[src/rtl/matrix_frame_scheduler.sv]
// Shares one LED-matrix frame serializer between two requesters: arbitration, inter-frame gap,
// frame timeout/abort and completed-frame counting. Define MATRIX_SCHED_FIXED_PRIO_EN for fixed priority.
module matrix_frame_scheduler #(
    parameter int GAP_CYCLES     = 16,
    parameter int TIMEOUT_CYCLES = 8192,
    parameter int FCNT_W         = 16
) (
    input  logic              clk,
    input  logic              reset,
    input  logic [1:0]        req,
    output logic [1:0]        grant,
    output logic [1:0]        req_done,
    output logic              ser_start,
    input  logic              ser_done,
    output logic              ser_abort,
    output logic              err_timeout,
    input  logic              err_clear,
    output logic [FCNT_W-1:0] frame_count
);
    // state | meaning
    // IDLE  | no owner, arbitrating pending requests
    // BUSY  | owner granted, serializer shifting a frame
    // GAP   | mandatory idle time after a frame ends (done or abort)
    typedef enum logic [1:0] {
        IDLE = 2'd0,
        BUSY = 2'd1,
        GAP  = 2'd2
    } state_t;

    localparam int TMO_W = $clog2(TIMEOUT_CYCLES);
    localparam int GAP_W = (GAP_CYCLES < 1) ? 1 : $clog2(GAP_CYCLES + 1);

    state_t           state;
    logic [TMO_W-1:0] tmo_cnt;
    logic [GAP_W-1:0] gap_cnt;
    logic             win;

`ifdef MATRIX_SCHED_FIXED_PRIO_EN
    always_comb begin
        win = !req[0];
    end
`else
    logic last;

    // Prefer the requester that did not own the previous frame.
    always_comb begin
        win = last;
        if (req[~last]) win = ~last;
    end

    always_ff @(posedge clk) begin
        if (reset) last <= 1'b1;
        else if (state == IDLE && req != 2'b00) last <= win;
    end
`endif

    always_ff @(posedge clk) begin
        if (reset) begin
            state       <= IDLE;
            grant       <= 2'b00;
            req_done    <= 2'b00;
            ser_start   <= 1'b0;
            ser_abort   <= 1'b0;
            err_timeout <= 1'b0;
            frame_count <= '0;
            tmo_cnt     <= '0;
            gap_cnt     <= '0;
        end else begin
            ser_start <= 1'b0;
            ser_abort <= 1'b0;
            req_done  <= 2'b00;
            if (err_clear) err_timeout <= 1'b0;
            case (state)
                IDLE: begin
                    if (req != 2'b00) begin
                        grant     <= win ? 2'b10 : 2'b01;
                        ser_start <= 1'b1;
                        tmo_cnt   <= '0;
                        state     <= BUSY;
                    end
                end
                BUSY: begin
                    // A done in the start cycle belongs to no frame of ours; done beats timeout.
                    if (!ser_start && ser_done) begin
                        grant       <= 2'b00;
                        req_done    <= grant;
                        frame_count <= frame_count + FCNT_W'(1);
                        gap_cnt     <= GAP_W'(GAP_CYCLES);
                        state       <= GAP;
                    end else if (tmo_cnt == TMO_W'(TIMEOUT_CYCLES - 1)) begin
                        grant       <= 2'b00;
                        ser_abort   <= 1'b1;
                        err_timeout <= 1'b1;
                        gap_cnt     <= GAP_W'(GAP_CYCLES);
                        state       <= GAP;
                    end else begin
                        tmo_cnt <= tmo_cnt + TMO_W'(1);
                    end
                end
                GAP: begin
                    if (gap_cnt == '0) state <= IDLE;
                    else gap_cnt <= gap_cnt - GAP_W'(1);
                end
                default: begin
                    grant <= 2'b00;
                    state <= IDLE;
                end
            endcase
        end
    end
endmodule

[config.mk]
export PLATFORM = sky130hd
export DESIGN_NAME = matrix_frame_scheduler
export DESIGN_NICKNAME = d
export VERILOG_FILES = /design/src/rtl/matrix_frame_scheduler.sv
export SDC_FILE = /design/constraint.sdc
export NUM_CORES = 1
export LEC_CHECK = 0
export BUFFER_PORTS_ARGS = -buffer_cell sky130_fd_sc_hd__buf_2
export CAP_MARGIN = 20
export CORE_MARGIN = 5
export CORE_UTILIZATION = 50
export CTS_CLUSTER_DIAMETER = 120
export DETAILED_ROUTE_END_ITERATION = 10
export PLACE_DENSITY = 0.79
export SYNTH_ARGS = -nofsm -noshare
export SYNTH_HDL_FRONTEND = slang
export SYNTH_SLANG_ARGS = --single-unit
[constraint.sdc]
create_clock -name clk -period 2.6 [get_ports clk]
set_input_delay 0.78 -clock clk [delete_from_list [all_inputs] [get_ports clk]]
set_output_delay 0.78 -clock clk [all_outputs]
set_load 0.05 [all_outputs]
==> impl.org <==
** Detailed routing
- Avg Vias per Cell :: 5.946
- DRT iter0 DRCs :: ~120
- In this run the remaining antenna-violating nets after routing total 0.
- Detailed routing inserted a total of slightly below 2000 vias.
- Routed Wire Length :: 4710 µm
- Residual DRC :: 0
- In the final routed layout, each cell accounts on average for around 14 µm.
- Detailed Routing Iterations Pass 1 :: 4

** Die
- Die H :: ~76 µm
- Boundary Pins :: 29
- Measured along the x axis, the die boundary spans roughly 76 µm.
- The floorplan has 24 rows.
- The die covers 5751 µm².
- The core region is approximately 4300 µm².
- Once the floorplan was initialized, standard cells occupied roughly half of the core.

** STA
- Post-route fraction of the period consumed by the critical path :: about three quarters
- In this run the tightest slew margin relative to its limit is 64.33%.
- In the post-route analysis, the smallest setup slack over all paths is between 0.6 and 0.7 ns.
- Slew Viols, Final :: 0
- Endpoints failing setup :: 0
- Final hold viol count :: 0
- Setup repair after global routing left no endpoint under its margin.
- Max Clock Freq :: between 500 and 600 MHz
- Worst setup skew after layout :: about 0.0060 ns
- In the final timing run, aggregate negative setup slack is 0 ns.
- For the pin with the worst max-slew slack, the measured transition is 0.5318 ns.
- Subtracting the final worst setup slack from the clock period gives 1.950 ns.

** Pwr
- For this design the total switching power over the nets is 0.3438 mW.
- Power comes to 1.295 mW.
- Portion of total power attributed to combinational logic :: a little under an eighth
- Of the total power, the clock network draws 34.1%.
- Sw Ratio :: between 20% and 30%
- P_int :: ~0.95 mW
- For this design the ratio of total power to cell area is 523.6 nW/µm².
- IR analysis of the VDD net gives a maximum drop of 0.4328 mV.
- Leakage Power :: ~0.88 nW
- The share of total power dissipated in sequential elements is a little over half.

** Status
- Status :: completed

** Setup path
- Cell-by-cell listing of the critical path :: buf_2, or2_2, a2111oi_4, nor2_4, a311oi_1
- At the worst endpoint, the arrival time is between 2 and 2.5 ns.
- The critical path is of the in2reg type.
- The worst setup path is captured at a flip-flop.
- Slowest library cell on the worst path :: sky130_fd_sc_hd__a2111oi_4
- Data on the critical path is required at its endpoint by roughly 2.8 ns.
- In this run the worst path has a maximum fanout of 7.
- STA classifies the critical path startpoint as an input pin.
- The number of cells on the worst reg-to-reg path is 4.
- For this run, the slowest stage of the critical path takes 0.52 ns.

** Yosys
- In this run the cell area of the synthesized design comes to between 2000 and 2500 µm².
- The commonest cells after synthesis are 44 x sky130_fd_sc_hd__dfxtp_1, 24 x sky130_fd_sc_hd__nor2_1, 19 x sky130_fd_sc_hd__a21oi_1.
- The number of nets handed over by synthesis was between 200 and 300.
- Cell taking the most area after synthesis :: sky130_fd_sc_hd__dfxtp_1
- Top flip-flop cell by instance count after synthesis :: sky130_fd_sc_hd__dfxtp_1
- In this run the biggest area consumer among cell types represents 40.65% of the synthesized area.
- Ranked by total cell area, the synthesized netlist is headed by sky130_fd_sc_hd__dfxtp_1 41%, sky130_fd_sc_hd__a21oi_1 4.4%, sky130_fd_sc_hd__nor2_1 4.2%.
- Post-synth EDFFs :: 0
- Sequential cells were found to cover between 40% and 50% of the synthesized design area.
- In this run the mean area of a mapped cell was between 8 and 9 µm².
- Proportion of synthesized flip-flops having asynchronous set or reset :: 0%
- The synthesized design contains 44 register bits.
- Cell with the most instances after synthesis :: sky130_fd_sc_hd__dfxtp_1
- Count of distinct cell types in the synthesized netlist :: 50
- Synthesized instance count :: around 250
- Total of warnings raised by yosys :: 0

** Clocking
- Number of hold-repair buffers added at the cts stage :: 0
- CTS Root Buffer Type :: sky130_fd_sc_hd__clkbuf_8
- TritonCTS Buffers :: 5
- Once the clock tree was built, the resizer swapped 0 gates to a different size.
- In this run the number of H-tree levels came out at 2.
- The clock reaches the later pin of the worst-skew pair after between 0.2 and 0.3 ns.
- Clock Sinks :: 44
- The number of setup buffers added after CTS is 0.
- Number of buffers between clock root and the deepest sink :: 2
- Clock-pin slew was measured on the worst setup and hold paths at roughly 0.080 ns.
- TritonCTS built the clock tree.

** Final layout
- From synthesis to final layout, the design area changed by 14.15%.
- Seq. cell area :: approximately 900 µm²
- Layout cells sized above 1 :: roughly 20%
- Summed area of non-filler cells in the final layout :: 2474 µm²
- Number of inserted filler cells in the final layout :: 366
- For this run, the post-layout net count is between 200 and 300.
- The number of antenna diodes in the final layout is 0.
- Summing all multi-input logic gate instances after layout gives approximately 1200 µm².
- Final cell count without fillers :: about 330

** Place
- At the end of routability-driven placement, the weighted congestion stood at roughly 0.90.
- DP HPWL :: between 3000 and 4000 µm
- OpenSTA, run right after detailed placement, puts the worst setup slack at around 0.35 ns.
- Cells after DPL :: 324
- During placement, the flow inserted port buffers numbering 28.
- After detailed placement, the total cell area comes to approximately 2400 µm².

** Global routing
- Overflow after GRT :: 0
- Initial antenna violation count :: 0
- Global-route usage over all layers :: about 18%
- The first global-routing pass estimated between 8000 and 9000 µm of wire.
- Pin count of the biggest net entering global routing :: 23
- The number of global-route vias before repair was approximately 1800.

** Hold path
- The min-delay analysis places its worst path in the category reg2reg.
- Worst hold path cell count :: 2

** Flow run
- Number of max-cap violations :: 0
==> per-layer routing <==
metal	vias to the layer above	part of all wire (%)	global-route usage, %	routed length, µm
met5	-	0	0	0
li1	990	-	-	-
met4	0	1.5	8.155	70
met3	10	4.6	3.826	215
met2	42	49	30.32	2291
met1	932	45	21.75	2133
==> power groups by stage <==
stage	Clock [mW]	Combinational, mW	Sequential, mW
6_report	0.442	0.150	0.704
3_3_place_gp	0	0.147	0.718
3_5_place_dp	0	0.148	0.719
2_1_floorplan	0	0.0931	0.736
4_1_cts	0.454	0.150	0.703
5_1_grt	0.483	0.166	0.706
==> layout make-up <==
| class | instances | area share, % |
|---|---|---|
| Inverter | 6 | 0.9105 |
| Clock buffer | 7 | 3.490 |
| Sequential cell | 44 | 35.61 |
| Clock inverter | 1 | 0.3035 |
| Multi-Input combinational cell | 190 | 49.67 |
| Timing Repair Buffer | 32 | 7.385 |
| Tap cell | 52 | 2.630 |
==> cell families (layout without fill, tap and decap cells) <==
logic type / Yosys count / in the layout / synth area share, %
AOI/OAI and AO/OA: 64 / 64 / 21.59
xor gates and xnor gates: 7 / 7 / 2.829
adders and majority gates: 3 / 3 / 1.732
buffers and inverters: 14 / 46 / 2.656
DFF: 44 / 44 / 40.65
muxes: 3 / 3 / 1.501
and+or+nand+nor: 113 / 113 / 29.04
==> flip-flops by register name, summed over array words and instances (netlist names) <==
signal and cells:
state 2, err_timeout 1, req_done 2, frame_count 16, last 1, ser_start 1
grant 2, gap_cnt 5, ser_abort 1, tmo_cnt 13
==> cell usage in the layout, fill, tap and decap left out, drive strengths merged, types with 3 or more instances in the layout <==
| cell type | synthesis | layout |
|---|---|---|
| nand3 | 9 | 9 |
| ha | 3 | 3 |
| nand4 | 13 | 13 |
| nand2b | 10 | 10 |
| nand2 | 15 | 15 |
| xor2 | 6 | 6 |
| nor2 | 25 | 25 |
| o21ai | 12 | 12 |
| inv | 6 | 6 |
| and2 | 4 | 4 |
| a211oi | 5 | 5 |
| nor2b | 5 | 5 |
| or4 | 3 | 3 |
| a311oi | 9 | 9 |
| a31oi | 3 | 3 |
| dfxtp | 44 | 44 |
| buf | 4 | 32 |
| clkbuf | 4 | 7 |
| a21oi | 19 | 19 |
| nor3 | 9 | 9 |
| or2 | 3 | 3 |
| or3 | 9 | 9 |
| o31ai | 4 | 4 |
==> critical path, delay by kind of cell <==
kind / cells / cell delay, ns
AOI/OAI and AO/OA: 2 / 0.80
buffers and inverters: 1 / 0.11
and+or+nand+nor: 2 / 0.47
==> metrics by stage <==
| stage | utilization (%) | hold slack (ns) |
|---|---|---|
| finish | 58.01 | 0.4765 |
| global route | 58.01 | 0.4970 |
| global placement | 55.81 | 0.4585 |
| detailed placement | 55.81 | 0.4715 |
| floorplan | - | 0.4498 |
| CTS | 58.01 | 0.4782 |
==> path summary, 6_finish.rpt <==
check        startpoint     endpoint  slack (ns)
max              req[1]   tmo_cnt[7]        0.65
min            grant[0]  req_done[0]        0.48
max reg2reg    state[0]   tmo_cnt[7]        0.66
min reg2reg    grant[0]  req_done[0]        0.48
(Power assumes the default switching activity.)
